**src/rtl/square_wave_meter_pkg.sv**
```systemverilog
// Shared types and constants for the square-wave measurement block.
package sq_meter_pkg;

  typedef enum logic [1:0] {
    WARMUP,
    IDLE,
    HIGH,
    LOW
  } sq_state_t;

  localparam int unsigned WARMUP_CYCLES = 3;

endpackage

```
**src/rtl/square_wave_meter_if.sv**
```systemverilog
// Input and result bundle of square_wave_meter; master is the meter, slave the consumer.
interface square_wave_meter_if #(
  parameter int unsigned W = 16
);

  logic         sq_in;
  logic [W-1:0] high_len;
  logic [W-1:0] low_len;
  logic [W:0]   period;
  logic         valid;
  logic         sat;
  logic         stuck;

  modport master (
    input  sq_in,
    output high_len, low_len, period, valid, sat, stuck
  );

  modport slave (
    output sq_in,
    input  high_len, low_len, period, valid, sat, stuck
  );

endinterface

```
**src/rtl/square_wave_meter_sync_edge_detect.sv**
```systemverilog
// Two-flop synchroniser for an asynchronous level, with rise/fall strobes on the synchronised signal.
module sync_edge_detect (
  input  logic clk,
  input  logic reset,
  input  logic d,
  output logic rise,
  output logic fall
);

  logic meta;
  logic s;
  logic s_d;

  always_ff @(posedge clk or posedge reset) begin
    if (reset) begin
      meta <= 1'b0;
      s    <= 1'b0;
      s_d  <= 1'b0;
    end else begin
      meta <= d;
      s    <= meta;
      s_d  <= s;
    end
  end

  assign rise = s & ~s_d;
  assign fall = ~s & s_d;

endmodule

```
**src/rtl/square_wave_meter.sv**
```systemverilog
// Measures high, low and period lengths of an asynchronous square wave in clk cycles.
module square_wave_meter
  import sq_meter_pkg::*;
#(
  parameter int unsigned W = 16
) (
  input  logic                clk,
  input  logic                reset,
  square_wave_meter_if.master bus
);

  localparam logic [W-1:0] CNT_MAX   = '1;
  localparam logic [W-1:0] CNT_ONE   = W'(1);
  localparam logic [1:0]   WARM_LAST = 2'(WARMUP_CYCLES - 1);

  logic rise;
  logic fall;

  sq_state_t    state_q, state_d;
  logic [W-1:0] cnt_q, cnt_d;
  logic [1:0]   warm_q;
  logic         sat_now;
  logic         lat_high;
  logic         lat_low;
  logic         publish;

  logic [W-1:0] high_q;
  logic [W-1:0] low_q;
  logic [W:0]   period_q;
  logic         valid_q;
  logic         sat_q;
  logic         sat_h_q;
  logic         have_high_q;

  sync_edge_detect u_sync (
    .clk  (clk),
    .reset(reset),
    .d    (bus.sq_in),
    .rise (rise),
    .fall (fall)
  );

  assign sat_now = (cnt_q == CNT_MAX);

  always_comb begin
    state_d  = state_q;
    cnt_d    = sat_now ? cnt_q : cnt_q + CNT_ONE;
    lat_high = 1'b0;
    lat_low  = 1'b0;
    publish  = 1'b0;
    case (state_q)
      WARMUP: begin
        cnt_d = '0;
        if (warm_q == WARM_LAST) state_d = IDLE;
      end
      IDLE: begin
        if (rise) begin
          state_d = HIGH;
          cnt_d   = CNT_ONE;
        end else if (fall) begin
          state_d = LOW;
          cnt_d   = CNT_ONE;
        end
      end
      HIGH: begin
        if (fall) begin
          lat_high = 1'b1;
          state_d  = LOW;
          cnt_d    = CNT_ONE;
        end
      end
      LOW: begin
        if (rise) begin
          lat_low = 1'b1;
          publish = have_high_q;
          state_d = HIGH;
          cnt_d   = CNT_ONE;
        end
      end
      default: state_d = WARMUP;
    endcase
  end

  always_ff @(posedge clk or posedge reset) begin
    if (reset) begin
      state_q <= WARMUP;
      cnt_q   <= '0;
      warm_q  <= '0;
    end else begin
      state_q <= state_d;
      cnt_q   <= cnt_d;
      warm_q  <= (state_q == WARMUP) ? warm_q + 2'd1 : '0;
    end
  end

  // The low-phase saturation flag is folded straight into sat at publish time.
  always_ff @(posedge clk or posedge reset) begin
    if (reset) begin
      high_q      <= '0;
      low_q       <= '0;
      period_q    <= '0;
      valid_q     <= 1'b0;
      sat_q       <= 1'b0;
      sat_h_q     <= 1'b0;
      have_high_q <= 1'b0;
    end else begin
      valid_q <= publish;
      if (lat_high) begin
        high_q      <= cnt_q;
        sat_h_q     <= sat_now;
        have_high_q <= 1'b1;
      end
      if (lat_low) begin
        low_q <= cnt_q;
      end
      if (publish) begin
        period_q <= {1'b0, high_q} + {1'b0, cnt_q};
        sat_q    <= sat_h_q | sat_now;
      end
    end
  end

  assign bus.high_len = high_q;
  assign bus.low_len  = low_q;
  assign bus.period   = period_q;
  assign bus.valid    = valid_q;
  assign bus.sat      = sat_q;
  assign bus.stuck    = sat_now && ((state_q == HIGH) || (state_q == LOW));

endmodule

```
**src/flat_wrapper.sv**
```systemverilog
// flat-port wrapper written by rule: the top's interface ports become plain ports
module square_wave_meter_flat import sq_meter_pkg::*;
#(
  parameter int unsigned W = 16
)
  (clk, reset, bus_sq_in, bus_high_len, bus_low_len, bus_period, bus_valid, bus_sat, bus_stuck);
  square_wave_meter_if #(.W(W)) bus_i ();
  input  logic clk;
  input  logic reset;
  input wire logic [$bits(bus_i.sq_in)-1:0] bus_sq_in;
  output wire logic [$bits(bus_i.high_len)-1:0] bus_high_len;
  output wire logic [$bits(bus_i.low_len)-1:0] bus_low_len;
  output wire logic [$bits(bus_i.period)-1:0] bus_period;
  output wire logic [$bits(bus_i.valid)-1:0] bus_valid;
  output wire logic [$bits(bus_i.sat)-1:0] bus_sat;
  output wire logic [$bits(bus_i.stuck)-1:0] bus_stuck;
  assign bus_i.sq_in = bus_sq_in;
  assign bus_high_len = bus_i.high_len;
  assign bus_low_len = bus_i.low_len;
  assign bus_period = bus_i.period;
  assign bus_valid = bus_i.valid;
  assign bus_sat = bus_i.sat;
  assign bus_stuck = bus_i.stuck;
  square_wave_meter #(.W(W)) u_core (.clk(clk), .reset(reset), .bus(bus_i));
endmodule
```
**config.mk**
```make
export PLATFORM = sky130hd
export DESIGN_NAME = square_wave_meter_flat
export DESIGN_NICKNAME = d
export VERILOG_FILES = /design/src/rtl/square_wave_meter_pkg.sv /design/src/rtl/square_wave_meter_if.sv /design/src/rtl/square_wave_meter_sync_edge_detect.sv /design/src/rtl/square_wave_meter.sv /design/src/flat_wrapper.sv
export SDC_FILE = /design/constraint.sdc
export NUM_CORES = 1
export LEC_CHECK = 0
export CORE_AREA = 10 10 96 98
export DETAILED_ROUTE_END_ITERATION = 8
export DIE_AREA = 0 0 106 108
export GPL_TIMING_DRIVEN = 0
export PLACE_DENSITY_LB_ADDON = 0.05
export SYNTH_ARGS = -nofsm -noshare
export SYNTH_HDL_FRONTEND = slang
export SYNTH_SLANG_ARGS = --single-unit
```
**constraint.sdc**
```tcl
create_clock -name clk -period 3.25 [get_ports clk]
set_input_delay 0.325 -clock clk [delete_from_list [all_inputs] [get_ports clk]]
set_output_delay 0.325 -clock clk [all_outputs]
set_load 0.03 [all_outputs]
```
[Word-level counts from Yosys, hierarchy flattened]
Cells that the tools add are included.
Storage, ports and cells
  register bits after elaboration: 76
  input bits: 3
  output and inout bits: 52
  word-level logic and storage cells: 49
Operators by class
  add/sub/neg operators: 3
  eq/ne operators: 7
  mux-type cells: 17
  bitwise logic cells: 5
  reduce and logical (&&, ||, !) cells: 4
Operators by type and width (count)
  $mux W16: 4
  $pmux W16 S4: 1
  $add A16 B16 Y17: 1
  $add A16 B1 Y16 const B: 1
  $eq A16 B16 Y1 const B: 1
  $mux W2: 5
  $pmux W2 S4: 1
  $eq A2 B2 Y1 const B: 3
  $mux W1: 6
  $ne A2 B1 Y1 const B: 2
  $add A2 B1 Y2 const B: 1
  $and A1 B1 Y1: 2
  $eq A2 B1 Y1 const B: 1
  $logic_not A2 Y1: 1
  $not A1 Y1: 2
  $reduce_and A2 Y1: 1
  $logic_and A1 B1 Y1: 1
  $logic_or A1 B1 Y1: 1
  $or A1 B1 Y1: 1

[Depth between registers and ports, before layout]
  depth in word-level cells: 5
  gate-level depth with buffers: 9

[Modules after synthesis]
A second synthesis with hierarchy kept.
Second synthesis, totals
  cells, all modules: 366
  area, all modules: 3866.2 sq um
Modules (own cells, without submodules)
  square_wave_meter: times used 1, cells each 360, area each 3772.4 sq um, seq. area each 1826.8 sq um
  sync_edge_detect: times used 1, cells each 6, area each 93.8 sq um, seq. area each 75.1 sq um

[Least setup slack after synthesis]
OpenSTA, ideal clock, no wires.
  path type: reg2reg
  start point: reg u_core.high_q[0], in the netlist u_core.bus.high_len[0]
  end point: reg u_core.period_q[14], in the netlist u_core.bus.period[14]
  library setup time: 124 ps
  data arrival time: 2279 ps
  required time: 3126 ps
  slack: 847 ps
  cell stages (with the launch flop): 8
  period minus slack after synthesis: 2403 ps
  cells stage by stage: dfrtp_1 -> ha_1 -> fa_1 -> a21oi_1 -> o211ai_2 -> a2111oi_4 -> mux2i_1 -> a211o_1
On the way
  longest elaborated chain between the ends: 1
RTL lines
  start: declaration: line square_wave_meter.sv:27  | logic [W-1:0] high_q;
  start signal: assignment: line square_wave_meter.sv:109  | high_q <= cnt_q;
  $add A16 B16 Y17: line square_wave_meter.sv:117  | period_q <= {1'b0, high_q} + {1'b0, cnt_q};
  end signal: assignment: line square_wave_meter.sv:117
  end: declaration: line square_wave_meter.sv:29  | logic [W:0] period_q;
No other way between the ends.
A chain may end at the register's enable or synchronous reset.

[Final worst setup path]
  start point: reg u_core.cnt_q[11]
  end point: out bus_stuck
On the way
  longest elaborated chain between the ends: 2
RTL lines
  start: declaration: line square_wave_meter.sv:20  | logic [W-1:0] cnt_q, cnt_d;
  start signal: assignment: line square_wave_meter.sv:91  | cnt_q <= cnt_d;
  $eq A16 B16 Y1: line square_wave_meter.sv:43  | assign sat_now = (cnt_q == CNT_MAX);
  $logic_and A1 B1 Y1: line square_wave_meter.sv:128  | assign bus.stuck = sat_now && ((state_q == HIGH) || (state_q == LOW));
  end: declaration: line flat_wrapper.sv:16  | output wire logic [$bits(bus_i.stuck)-1:0] bus_stuck;
No other way between the ends.

==> metrics.md <==
| Metric | Value |
|---|---|
| Status | finished, final reports clean |
| Worst-path clk slew | 0.08 ns |
| Clock sinks | between 70 and 80 |
| Area delta synth->final | 23.2% |
| Final worst-path cycle share | 86.5% |
| Dpl cell area | 4640 um^2 |
| Root Driver | clkbuf_8 |
| GP Congestion | 0.880 |
| WL/cell | 16.0 um |
| Vias | 3137 |
| Register-to-Register Setup Slack | 0.70 ns |
| Final Cell Area | 4860 um^2 |
| Initial antenna violation count | 0 |
| Nets | between 400 and 500 |
| Register area | 1900 um^2 |
| Die Wd | 106 um |
| LEAKAGE | around 0.0022 uW |
| CP Cell Sequence | nand3_1, or2_2, nor4_1, clkdlybuf4s50_1 |
| #FFs+latches synth | 76 |
| Syn Inst Count | 407 |
| Final hold vios | 0 |
| Vias per Instance | 5.41 |
| EDFF count, synth | 0 |
| Asr flop ratio synth | 100% |
| Layout cells sized above 1 | 10.5% |
| Ys flop type | dfrtp_1 |
| Detail Route Antenna Nets | 0 |
| Post-synthesis sequential area ratio | roughly half |
| DRC | 0 |
| Number of diodes | 0 |
| Post-Place Setup Slack | 0.714 ns |
| Iter 0 DRT Violations | 96 |
| Synth unique cells | 57 |
| Synth Warn # | 0 |
| Overall routing resource usage | between 10% and 20% |
| Max Buffers Root-to-Sink | 2 |
| WP data required | a little under 3 ns |
| Register-to-Register Path Depth | 7 |
| Crit path largest cell delay | 0.75 ns |
| PostCTS Resize Cnt | 0 |
| Fmax | 356 MHz |
| Vert. Die Dim | 108 um |
| Hold_buf cts | 0 |
| Worst vdd ir | 0.359 mV |
| Final setup skew | 0.0114 ns |
| Worst Max-Slew Pin Slew | 0.614 ns |
| CP max stage cell | clkdlybuf4s50_1 |
| Crit-path max FO | 7 |
| Cell Pwr Density | roughly 570 nW/um^2 |
| Minimum clock period | 2.81 ns |
| CTS tree | yes |
| PortBufs | 54 |
| Global-route wire length before repair | around 16 mm |
| Worst EP arrival | between 2 and 2.5 ns |
| Post-Syn Area | around 4000 um^2 |
| Area of the multi-input gates | 1920 um^2 |
| RSZ-0062 raised after global routing | false |
| Avg Cell Area, Syn | a little under 10 um^2 |
| Final setup margin | 0.439 ns |
| Die ar. | around 11000 um^2 |
| Worst skew pair latency | 0.35 ns |
| Rel. slew slack | 58.7% |
| Reg2reg end | u_core.bus.period[14] |
| Power Total | 2770 uW |
| Initial Utilization | 52.9% |
| Post-CTS setup buffer count | 0 |
| Hold Path Class | input port to async pin |
| Final WL | approximately 9.3 mm |
| Gr ovfl total | 0 |
| Setup crit end kind | primary output |
| Max-cap violations | 0 |
| Post-Syn Nets | roughly 430 |
| HPWL after DPL | approximately 7 mm |
| Ports | 55 |
| Final setup violation count | 0 |
| CORE AREA | 7450 um^2 |
| Drt pass-1 iters | 4 |
| Largest net degree at the start of global routing | 56 |
| Final Max Slew Viols | 0 |
| CP Launch Type | register |
| Number of global-route vias before repair | 3127 |
| TritonCTS Buffers | 9 |
| CP Class | register to primary output |
| Htree depth | 3 |
| Fillcell total | around 630 |
| Std cell rows | 32 |
| Reg2reg start | u_core.cnt_q[0] |
[critical path, delay by kind of cell (launching register included)]
| kind | cells | cell delay (ns) |
|---|---|---|
| buffers and inverters | 1 | 0.75 |
| DFF | 1 | 0.50 |
| and+or+nand+nor | 3 | 0.89 |
[power breakdown]
group	internal [uW]	total (uW)	switching (uW)
logic	325	789	464
registers	1060	1170	110
clock network	453	804	351
[metrics by stage]
step / setup TNS (ns) / hold WS [ns] / util, % / cells
floorplan: 0 / 0.331 / - / 407
global placement: -18.06 / 0.338 / 61.9 / 563
detailed placement: 0 / 0.336 / 62.3 / 564
CTS: 0 / 0.277 / 65.2 / 580
global route: 0 / 0.288 / 65.2 / 580
finish: 0 / 0.275 / 65.2 / 580
[routing by layer]
metal  vias to the layer above  track usage (%)  part of all wire [%]  wire length (um)
li1                       1561                -                     -                 -
met1                      1514             20.6                    44              4100
met2                        53             27.9                    50              4630
met3                         9             4.64                   5.1               473
met4                         0             5.90                  0.88                82
met5                         -                0                     0                 0
[cells in the final DEF, fill, tap and decap left out, types with 4 or more instances in the layout]
cell type        Yosys  routed
nor3_1               9       9
nand3_1             15      15
nand4_1              4       4
buf_2                7       7
clkbuf_1             8      10
xor2_1               7       7
o21ai_0             24      24
and3_1               5       5
ha_1                18      18
mux2_2              15      15
clkdlybuf4s50_1      0      54
dfrtp_1             76      76
nor2_1              25      25
a211oi_1             9       9
xnor2_1             11      11
clkbuf_8             0      10
a21oi_1             19      19
inv_1               11      10
nand2_1             89      89
[how the worst max path moves through the flow]
stage	from	to	slack (ns)	cells after the start
finish	u_core.cnt_q[11]	bus_stuck	0.44	4
detailed placement	u_core.cnt_q[0]	u_core.bus.period[14]	0.71	7
CTS	u_core.cnt_q[11]	bus_stuck	0.41	4
global route	u_core.cnt_q[11]	bus_stuck	0.24	4
floorplan	u_core.bus.high_len[0]	u_core.bus.period[14]	0.85	7
global placement	reset	u_core.bus.period[0]	-0.24	2
[registers in the layout, indices dropped and copies added (netlist names), 2 cells and up]
signal	flops
u_core.bus.period	17
u_core.warm_q	2
u_core.bus.low_len	16
u_core.cnt_q	16
u_core.state_q	2
u_core.bus.high_len	16
[final cells by class]
type,count,area share [%]
well taps,102,2.63
repair buffers,55,11.7
clock buffers,12,2.99
plain buffers,17,1.57
multi-input cells,302,39.5
flip-flops and latches,76,39.2
inverters,12,0.979
clock inverters,4,1.49
[kinds of logic after synthesis]
group	after synthesis	share of synthesized area (%)
flops	76	48.3
xor+xnor	18	4.00
fa+ha+maj	19	6.22
compound gates	80	14.0
simple gates	168	19.7
mux	17	4.79
buf+inv	29	3.08
[cells in the mapped netlist, types with 4 or more instances]
master    instances  share of area [%]
nor3_1            9                1.1
and3_1            5               0.79
a21oi_1          19                2.4
nor2_1           25                2.4
buf_2             7               0.89
a211oi_1          9                1.7
inv_1            11                1.0
xnor2_1          11                2.4
nand3_1          15                1.9
nand2_1          89                8.5
clkbuf_1          8               0.76
dfrtp_1          76                 48
ha_1             18                5.7
mux2_2           15                4.3
nand4_1           4               0.63
o21ai_0          24                3.0
xor2_1            7                1.6
(Power assumes the default switching activity.)
